<file path="config.mk">
export PLATFORM = sky130hd
export DESIGN_NAME = hh_spike_detector
export DESIGN_NICKNAME = d
export VERILOG_FILES = /design/src/rtl/hh_spike_detector.sv
export SDC_FILE = /design/constraint.sdc
export NUM_CORES = 1
export LEC_CHECK = 0
export BUFFER_PORTS_ARGS = -buffer_cell sky130_fd_sc_hd__buf_2
export CORE_MARGIN = 3
export CORE_UTILIZATION = 23
export CTS_CLUSTER_SIZE = 40
export DETAILED_ROUTE_END_ITERATION = 6
export GPL_ROUTABILITY_DRIVEN = 0
export GPL_TIMING_DRIVEN = 0
export PLACE_DENSITY = 0.41
export SLEW_MARGIN = 20
export SYNTH_ARGS = -nofsm -noshare
export SYNTH_HDL_FRONTEND = slang
export SYNTH_SLANG_ARGS = --single-unit
</file>
<file path="constraint.sdc">
create_clock -name clk -period 2.3 [get_ports clk]
set_input_delay 0.23 -clock clk [delete_from_list [all_inputs] [get_ports clk]]
set_output_delay 0.23 -clock clk [all_outputs]
set_load 0.01 [all_outputs]
</file>
<file path="src/rtl/hh_spike_detector.sv">
`default_nettype none
// ============================================================================
// Module      : hh_spike_detector
// Description : Action-potential detector for the HH neuron core. Registers
//               the membrane voltage, applies hysteresis thresholds and a
//               refractory window, and reports spike pulse, spike count,
//               inter-spike interval and peak voltage of the last spike.
// Revision    : 1.0 - initial release
// ============================================================================
module hh_spike_detector #(
  parameter logic signed [13:0] THRESH_HI      = 14'sd2048,
  parameter logic signed [13:0] THRESH_LO      = 14'sd1536,
  parameter int unsigned        REFRACT_CYCLES = 16,
  parameter int unsigned        ISI_W          = 16,
  parameter int unsigned        CNT_W          = 8
) (
  input  logic                    clk,
  input  logic                    rst_n,
  input  logic signed [13:0]      v_in,
  input  logic                    clr,
  output logic                    spike,
  output logic [CNT_W-1:0]        spike_count,
  output logic [ISI_W-1:0]        isi,
  output logic                    isi_valid,
  output logic signed [13:0]      peak_v,
  output logic [1:0]              state
);

  localparam int RC_W = (REFRACT_CYCLES < 2) ? 1 : $clog2(REFRACT_CYCLES + 1);
  localparam logic [RC_W-1:0] RC_LOAD = RC_W'(REFRACT_CYCLES);

  typedef enum logic [1:0] {
    ST_ARM     = 2'd0,
    ST_BELOW   = 2'd1,
    ST_ABOVE   = 2'd2,
    ST_REFRACT = 2'd3
  } state_t;

  state_t                 state_q, state_d;
  logic signed [13:0]     v_reg_q, v_reg_d;
  logic                   v_valid_q, v_valid_d;
  logic                   spike_q, spike_d;
  logic [CNT_W-1:0]       count_q, count_d;
  logic [ISI_W-1:0]       isi_q, isi_d;
  logic                   isi_valid_q, isi_valid_d;
  logic [ISI_W-1:0]       isi_cnt_q, isi_cnt_d;
  logic                   have_prior_q, have_prior_d;
  logic signed [13:0]     peak_trk_q, peak_trk_d;
  logic signed [13:0]     peak_v_q, peak_v_d;
  logic [RC_W-1:0]        rcnt_q, rcnt_d;
  logic                   spike_event;

  // Next-state, spike detection, ISI/count bookkeeping and peak tracking
  always_comb begin
    state_d      = state_q;
    v_reg_d      = v_in;
    // v_reg holds the reset value (0) until the first real sample lands; ARM
    // must not treat that reset value as a below-threshold reading, or a
    // neuron released from reset while depolarised would fire falsely.
    v_valid_d    = 1'b1;
    spike_d      = 1'b0;
    count_d      = count_q;
    isi_d        = isi_q;
    isi_valid_d  = isi_valid_q;
    isi_cnt_d    = isi_cnt_q;
    have_prior_d = have_prior_q;
    peak_trk_d   = peak_trk_q;
    peak_v_d     = peak_v_q;
    rcnt_d       = rcnt_q;

    spike_event = (state_q == ST_BELOW) && (v_reg_q >= THRESH_HI);

    case (state_q)
      ST_ARM: begin
        if (v_valid_q && (v_reg_q < THRESH_LO)) begin
          state_d = ST_BELOW;
        end
      end
      ST_BELOW: begin
        if (spike_event) begin
          state_d    = ST_ABOVE;
          peak_trk_d = v_reg_q;
        end
      end
      ST_ABOVE: begin
        if (v_reg_q > peak_trk_q) begin
          peak_trk_d = v_reg_q;
        end
        if (v_reg_q < THRESH_LO) begin
          // A value below THRESH_LO can never exceed the tracked peak.
          peak_v_d = peak_trk_q;
          rcnt_d   = RC_LOAD;
          state_d  = (REFRACT_CYCLES == 0) ? ST_BELOW : ST_REFRACT;
        end
      end
      default: begin // ST_REFRACT
        rcnt_d = rcnt_q - RC_W'(1);
        if (rcnt_q <= RC_W'(1)) begin
          state_d = ST_BELOW;
        end
      end
    endcase

    // Free-running interval counter restarted by every spike event
    if (spike_event) begin
      isi_cnt_d = ISI_W'(1);
    end else if (isi_cnt_q != {ISI_W{1'b1}}) begin
      isi_cnt_d = isi_cnt_q + ISI_W'(1);
    end

    if (spike_event) begin
      spike_d      = 1'b1;
      count_d      = count_q + CNT_W'(1);
      have_prior_d = 1'b1;
      if (have_prior_q && !clr) begin
        isi_d       = isi_cnt_q;
        isi_valid_d = 1'b1;
      end
    end

    // clr forgets spike history; a coincident event becomes the first spike
    if (clr) begin
      count_d      = spike_event ? CNT_W'(1) : '0;
      isi_valid_d  = 1'b0;
      have_prior_d = spike_event;
    end
  end

  // State and datapath registers with synchronous active-low reset
  always_ff @(posedge clk) begin
    if (!rst_n) begin
      state_q      <= ST_ARM;
      v_reg_q      <= '0;
      v_valid_q    <= 1'b0;
      spike_q      <= 1'b0;
      count_q      <= '0;
      isi_q        <= '0;
      isi_valid_q  <= 1'b0;
      isi_cnt_q    <= '0;
      have_prior_q <= 1'b0;
      peak_trk_q   <= '0;
      peak_v_q     <= '0;
      rcnt_q       <= '0;
    end else begin
      state_q      <= state_d;
      v_reg_q      <= v_reg_d;
      v_valid_q    <= v_valid_d;
      spike_q      <= spike_d;
      count_q      <= count_d;
      isi_q        <= isi_d;
      isi_valid_q  <= isi_valid_d;
      isi_cnt_q    <= isi_cnt_d;
      have_prior_q <= have_prior_d;
      peak_trk_q   <= peak_trk_d;
      peak_v_q     <= peak_v_d;
      rcnt_q       <= rcnt_d;
    end
  end

  assign spike       = spike_q;
  assign spike_count = count_q;
  assign isi         = isi_q;
  assign isi_valid   = isi_valid_q;
  assign peak_v      = peak_v_q;
  assign state       = state_q;

endmodule
`default_nettype wire

</file>
# ---- Word-level counts from Yosys, hierarchy flattened
# Index checks and enable logic that the tools add are counted.
dict set report word_totals {
  ram_bits 0
  reg_bits 93
  latch_bits 0
  mem_count 0
  rom_bits 0
  input_bits 17
}
dict set report classes {
  multipliers 0
  order_cmp 4
  n_addsub 3
  bitwise 2
  n_reduce_logical 17
  mux 19
  n_div 0
  n_shift 0
  n_eq_ne 7
}
# operator n
set ops {}
lappend ops {{$mux 14} 2}
lappend ops {{$pmux 14 s2} 1}
lappend ops {{$add 16x1->16 const B} 1}
lappend ops {{$mux 8} 2}
lappend ops {{$ne 16x16->1 const B} 1}
lappend ops {{$ge 14x13->1 const B} 1}
lappend ops {{$gt 14x14->1} 1}
lappend ops {{$lt 14x12->1 const B} 1}
lappend ops {{$pmux 5 s2} 1}
lappend ops {{$add 8x1->8 const B} 1}
lappend ops {{$mux 2} 4}
lappend ops {{$ne 2x2->1 const B} 4}
lappend ops {{$mux 1} 7}
lappend ops {{$pmux 2 s3} 1}
lappend ops {{$reduce_and 2->1} 3}
lappend ops {{$reduce_bool 2->1} 3}
lappend ops {{$reduce_or 2->1} 3}
lappend ops {{$le 5x1->1 const B} 1}
lappend ops {{$mux 5} 1}
lappend ops {{$sub 5x1->5 const B} 1}
lappend ops {{$reduce_and 4->1} 1}
lappend ops {{$reduce_bool 4->1} 1}
lappend ops {{$logic_and 1x1->1} 3}
lappend ops {{$reduce_and 3->1} 1}
lappend ops {{5 further kinds} 6}

# ---- Depth between registers and ports, before layout
# Gate-level depths: netlist of run 1.
dict set report logic_depth {
  ltp_word 4
  ltp_mapped 9
  ltp_nobuf 7
}

# ---- Worst setup path after synthesis of run 1
# No wires, ideal clock.
dict set report synth_timing {
  path_kind {reg-to-reg}
  startpoint {reg state_q[0] (netlist: state[0])}
  endpoint {reg peak_trk_q[10]}
  t_arrival_ps 2028
  required_ps 2221
  synth_period_minus_slack_ps 2107
  stages_incl_launch_ff 10
  n_path_buf 2
  slack_ps 193
  path_cell_list {dfxtp_1 -> inv_1 -> ha_1 -> buf_6 -> and3_1 -> and4bb_1 -> nor3_2 -> clkbuf_1 -> o2111ai_1 -> o221ai_2}
}
dict set report synth_between {
  elab_chain_len 4
  word_cells_on_any_way 8
  classes_between {eq/ne (4); mux (1); reduce/logical (3)}
}
# element line
set synth_rtl {}
lappend synth_rtl {{start, declared} 39} ;# state_t state_q, state_d;
lappend synth_rtl {{start signal, assigned} 145} ;# state_q <= state_d;
lappend synth_rtl {{$eq 2x1->1} {71, 73}}
lappend synth_rtl {{$logic_and 1x1->1} 71} ;# spike_event = (state_q == ST_BELOW) && (v_reg_q >= THRESH_HI);
lappend synth_rtl {{$ne 2x2->1 (no source line)} -}
lappend synth_rtl {{$reduce_and 3->1 (no source line)} -}
lappend synth_rtl {{end signal, assigned} 154} ;# peak_trk_q <= peak_trk_d;
lappend synth_rtl {{end, declared} 48} ;# logic signed [13:0] peak_trk_q, peak_trk_d;
# Several ways; a longest one is shown, not always the timed one.
# A chain may end at the register's enable or synchronous reset.

==> results.toml, run 1 <==
[run_status]
outcome = "completed"

[logic_synthesis]
synth_flop_cell = "dfxtp_1"
synth_area_per_cell_um2 = 9.53
synth_seq_cells = 93
netlist_area_mm2 = 0.00425
synthArstFlopShare_pct = 0
synth.top_cell.area_share_pct = 43.8
synth_cell_type_count = 49
yosysMostFrequentCell = "dfxtp_1"
synth_edf_count = 0
ys_warn_count = 0
syn_inst = 446
synth_area_leaders = "dfxtp_1 44%, mux2i_1 8.9%, ha_1 6.5%"
seq_area_frac_synth_pct = 43.8
synth_nets = 485
yosysTopAreaCell = "dfxtp_1"
synth_top_cells_by_count = "93 x dfxtp_1, 59 x nor2_1, 38 x mux2i_1"

[cts]
cts.sinks = 93
cts_max_level = 3
cts-root-buf = "clkbuf_16"
clockBufferDepth = 2
clk_pin_slew_ns = 0.06
cts_tree = "yes"
numCtsBuffers = 9
clkLatencyLatePin_ns = 0.34

[sta]
fmax_mhz = 457
rsz0062_at_grt = "false"
slew_violations = 0
max_slew_margin_pct = 60.2
period_needed_ns = 2.19
setup_ws_ns = 0.111
finalSetupTns_ns = 0
hold_viol_final = 0
tightest_slew_ns = 0.594
fin_crit_sh_pct = 95.2
setup_viol_count_final = 0
fin_worst_skew_ns = 0.00807

[finish]
fillerInstances = 1883
area_growth_pct = 21.9
final_cell_area_mm2 = 0.00518
drive_gt1_share_pct = 21.1
final_cells = 751
nets = 557

[routing]
drt-vias-per-instance = 4.49
dr_total_vias = 3374
antenna_left = 0
drt_iter0_drc = 133
first_pass_iters = 4
routed_wl_um = 10300
drt-wirelength-per-cell_um = 13.7
drc = 0

[run]
maxCapViolCount = 0

[critical_path]
endpoint = "peak_trk_q[11]"
end_kind = "flop"
rrSetupSlack_ns = 0.15
r2r-start = "peak_trk_q[13]"
cp_max_fo = 10
setup.worst_path.start = "rst_n"
crit_type = "input port to flop"
crit_arrival_ns = 2.45
cp_data_required_time_ns = 2.57
rr_worst_depth = 8
start_kind = "input port"
r2r_end = "peak_trk_q[11]"

[floorplan]
dieArea_mm2 = 0.0202
ioPinCount = 59
chipWidth_um = 142
die_h_um = 142
start_util_pct = 23.5
rows = 49
core_area_mm2 = 0.0181

[power]
peakVddDrop_v = 0.000370
p_leak_nw = 2.24
powerDensity_mw_per_mm2 = 826
power_mw = 4.28

[grt]
globalRoute.totalOverflow = 0
antenna_found_initial = 1
grt_pass1_wl_um = 17100
grt_usage_pct = 10.7
grt_max_degree = 15
grt_pass1_vias = 3397

[placed_design]
place_ws_ns = -0.151
dp_hpwl_um = 7640
io_buffers = 58
placed_area_mm2 = 0.00483
dp.cells = 733

[hold_path]
hp-class = "input port to flop"
[metrics by stage]
step | hold slack (ns) | util (%)
2_1_floorplan | 0.258 | -
3_3_place_gp | 0.351 | 26.7
3_5_place_dp | 0.353 | 26.7
4_1_cts | 0.0771 | 28.5
5_1_grt | 0.0826 | 28.7
6_report | 0.0909 | 28.7
[power breakdown]
part	leakage [nW]	switching, mW	internal (mW)	total (mW)
clock network	0.138	0.618	0.865	1.48
logic	1.34	0.570	0.414	0.984
registers	0.756	0.0945	1.72	1.81
[cell usage in the layout (no fill, tap or decap), types with 14 or more instances in the layout]
cell type  instances
dfxtp_1           92
buf_2             60
nor2_1            59
mux2i_1           38
nand2_1           34
inv_1             23
ha_1              21
a21oi_1           16
and2_1            15
o2111ai_1         14
[registers in the layout (all words and copies together) (netlist names)]
| register | flops |
|---|---|
| spike_count | 8 |
| isi | 16 |
| rcnt_q | 5 |
| peak_v | 14 |
| isi_valid | 1 |
| spike | 1 |
| v_valid_q | 1 |
| have_prior_q | 1 |
| v_reg_q | 14 |
| isi_cnt_q | 16 |
| state | 2 |
| peak_trk_q | 14 |
[layout make-up]
class,instances,area (um2),share of cell area (%)
antenna,1,2.50,0.0483
buffer,21,111,2.15
clock buffer,11,243,4.68
clock inverter,3,46.3,0.893
inverter,26,100,1.93
multi-input combinational,305,2210,42.6
sequential,93,1860,35.9
tap,229,287,5.53
timing repair buffer,62,323,6.23
[cell families after synthesis]
kind of cell | after synthesis | synth area share, %
flip-flops | 93 | 43.8
AND/OR/NAND/NOR | 160 | 18.6
buffers and inverters | 48 | 4.77
multiplexers | 38 | 8.95
adder cells (fa/ha/maj) | 22 | 6.47
AO/OA/AOI/OAI | 69 | 14.1
XOR/XNOR | 16 | 3.30
[critical path, cell delays in order]
cell and delay [ns]:
dlygate4sd3_1 0.53, buf_2 0.11, clkbuf_1 0.44, inv_2 0.23, o41a_4 0.57, buf_6 0.17, o221ai_2 0.16
[worst min path at each step]
stage	from	to	cells after the start
6_report	v_in[5]	v_reg_q[5]	2
5_1_grt	v_in[5]	v_reg_q[5]	2
3_5_place_dp	rst_n	v_valid_q	1
3_3_place_gp	rst_n	v_valid_q	1
2_1_floorplan	rst_n	v_valid_q	0
4_1_cts	v_in[5]	v_reg_q[5]	2
[per-layer routing]
metal	GRT usage (%)	part of all wire (%)	up-vias
met5	0	0	-
met4	4.55	2.3	0
met2	17.4	46	55
met3	2.42	3.8	12
met1	13.8	48	1588
li1	-	-	1719
[timing repair]
action                     4_1_cts  5_1_grt
setup buffers                    0        3
hold endpoints to repair         1        0
hold buffers                     1        0
pin swaps                        1        5
resized for setup                8        6
setup endpoints to repair       18       31
No activity file was read; power rests on OpenSTA's default activity.
==> run 2, diff against run 1 <==
- ABC_AREA: unset -> 1
==> run 2 against run 1 <==
  * Die area down 3.6%
  * Non-clock buffer count down 8
  * Total power up 19%
  * Combinational power up 71%
  * Sequential cell count unchanged
  * Clock skew down 0.0019 ns
  * Maximum frequency up 11%
  * Sequential share of layout area up 1.7 points
==> results.toml, run 2 <==
[grt]
grt_max_degree = 15
grt_usage_pct = 11.0
grt_pass1_vias = 3481
globalRoute.totalOverflow = 0
grt_pass1_wl_um = 17200
antenna_found_initial = 0

[logic_synthesis]
synth_area_leaders = "dfxtp_1 46%, inv_1 7.5%, nand2_1 7.5%"
netlist_area_mm2 = 0.00409
synth_top_cells_by_count = "93 x dfxtp_1, 82 x inv_1, 82 x nand2_1"
synth_cell_type_count = 33
syn_inst = 541
synth_area_per_cell_um2 = 7.56
synth.top_cell.area_share_pct = 45.5
synth_seq_cells = 93
synth_edf_count = 0
ys_warn_count = 0
synthArstFlopShare_pct = 0
yosysMostFrequentCell = "dfxtp_1"
yosysTopAreaCell = "dfxtp_1"
seq_area_frac_synth_pct = 45.5
synth_flop_cell = "dfxtp_1"
synth_nets = 580

[finish]
diodes = 0
final_cell_mix = "93 x dfxtp_1, 82 x inv_1, 82 x nand2_1, 63 x nor2_1, 63 x buf_2"
layout_commonest_cell = "dfxtp_1"
nets = 650
final_cell_area_mm2 = 0.00495
final_cells = 840
fillerInstances = 1859
drive_gt1_share_pct = 17.1
area_growth_pct = 21.0

[floorplan]
rows = 48
start_util_pct = 23.6
dieArea_mm2 = 0.0194
die_h_um = 139
chipWidth_um = 139
ioPinCount = 59
core_area_mm2 = 0.0174

[placed_design]
dp.cells = 824
place_ws_ns = 0.320
io_buffers = 58
placed_area_mm2 = 0.00466
dp_hpwl_um = 7800

[critical_path]
cp_data_required_time_ns = 2.54
crit_arrival_ns = 2.21
crit_type = "flop to flop"
cp_max_fo = 10
end_kind = "flop"
start_kind = "flop"

[routing]
drc = 0
drt_iter0_drc = 210
first_pass_iters = 4
antenna_left = 0
drt-wirelength-per-cell_um = 12.5
routed_wl_um = 10500
drt-vias-per-instance = 4.21
dr_total_vias = 3535

[sta]
slew_violations = 0
fin_worst_skew_ns = 0.00612
max_slew_margin_pct = 61.7
hold_viol_final = 0
fmax_mhz = 506
tightest_slew_ns = 0.574
finalSetupTns_ns = 0
setup_ws_ns = 0.324
setup_viol_count_final = 0
rsz0062_at_grt = "false"
fin_crit_sh_pct = 85.9
period_needed_ns = 1.98

[cts]
cts.sinks = 93
clk_pin_slew_ns = 0.06
numCtsBuffers = 9
cts_tree = "yes"
cts.repair.resized = 0
cts-root-buf = "clkbuf_16"
clkLatencyLatePin_ns = 0.35
clockBufferDepth = 2
cts_max_level = 3

[power]
p_leak_nw = 2.33
peakVddDrop_v = 0.000405
powerDensity_mw_per_mm2 = 1030
power_mw = 5.10

[run]
maxCapViolCount = 0

[run_status]
outcome = "completed"

[hold_path]
hp-class = "input port to flop"
==> run 2: changes by cell type after synthesis, sizes merged, moves of 15 or more <==
cell	change
a21oi	+42
and2	-15
inv	+62
mux2i	-38
nand2	+50
o21ai	+47
==> run 2: stage by stage <==
stage | utilization, % | hold WS [ns]
2_1_floorplan | - | 0.258
3_3_place_gp | 26.9 | 0.346
3_5_place_dp | 26.9 | 0.348
4_1_cts | 28.5 | 0.0456
5_1_grt | 28.5 | 0.0650
6_report | 28.5 | 0.0617
==> run 2: area by class of cell <==
class | count | area [um2] | share of cell area [%]
Sequential cell | 93 | 1860 | 37.6
Multi-Input combinational cell | 343 | 1810 | 36.5
Timing Repair Buffer | 59 | 300 | 6.07
Buffer | 16 | 88.8 | 1.80
Clock inverter | 4 | 23.8 | 0.480
Inverter | 89 | 334 | 6.75
Tap cell | 225 | 282 | 5.69
Clock buffer | 11 | 253 | 5.11
==> run 2: kinds of logic after synthesis <==
group | Yosys count | share of synthesized area, %
fa+ha+maj | 22 | 6.73
simple gates | 203 | 22.1
xor+xnor | 3 | 0.643
buf+inv | 105 | 10.3
flops | 93 | 45.5
compound gates | 115 | 14.6
==> run 2: worst max-delay path, cell delays in order, from the launching register on <==
cell and delay [ns]:
dfxtp_1 0.31, inv_1 0.07, ha_1 0.35, nand2_2 0.10, inv_2 0.04, nand2_1 0.05
nand2_1 0.04, a21oi_1 0.18, nand2_1 0.07, nand2_1 0.07, nand3_2 0.08, nand2_4 0.14
buf_6 0.17, nand3b_1 0.08, nand2_1 0.07, nor2_1 0.04
==> run 2: worst paths after layout <==
path / cells past startpoint / slack, ns / end / start
hold / removal: 3 / 0.06 / v_reg_q[0] / v_in[0]
hold reg to reg: 2 / 0.46 / isi_valid / isi_valid
setup / recovery: 15 / 0.32 / peak_trk_q[9] / peak_trk_q[13]
setup reg to reg: 15 / 0.32 / peak_trk_q[9] / peak_trk_q[13]
==> run 2: timing repair <==
| action | in CTS | in global routing |
|---|---|---|
| setup buffers | 0 | 0 |
| hold buffers | 1 | 0 |
| hold endpoints to repair | 1 | 0 |
==> run 2: per-layer routing <==
metal  vias up  wire [um]  GRT usage, %
met1      1578       4990          14.2
met2        70       4750          17.7
met3        15        496          2.13
met5         -          0             0
li1       1872          -             -
met4         0        238          5.30
==> run 2: where the power goes <==
| part | total (mW) | switching, mW | internal, mW |
|---|---|---|---|
| logic | 1.68 | 1.04 | 0.636 |
| clock network | 1.41 | 0.629 | 0.782 |
| registers | 2.01 | 0.144 | 1.87 |
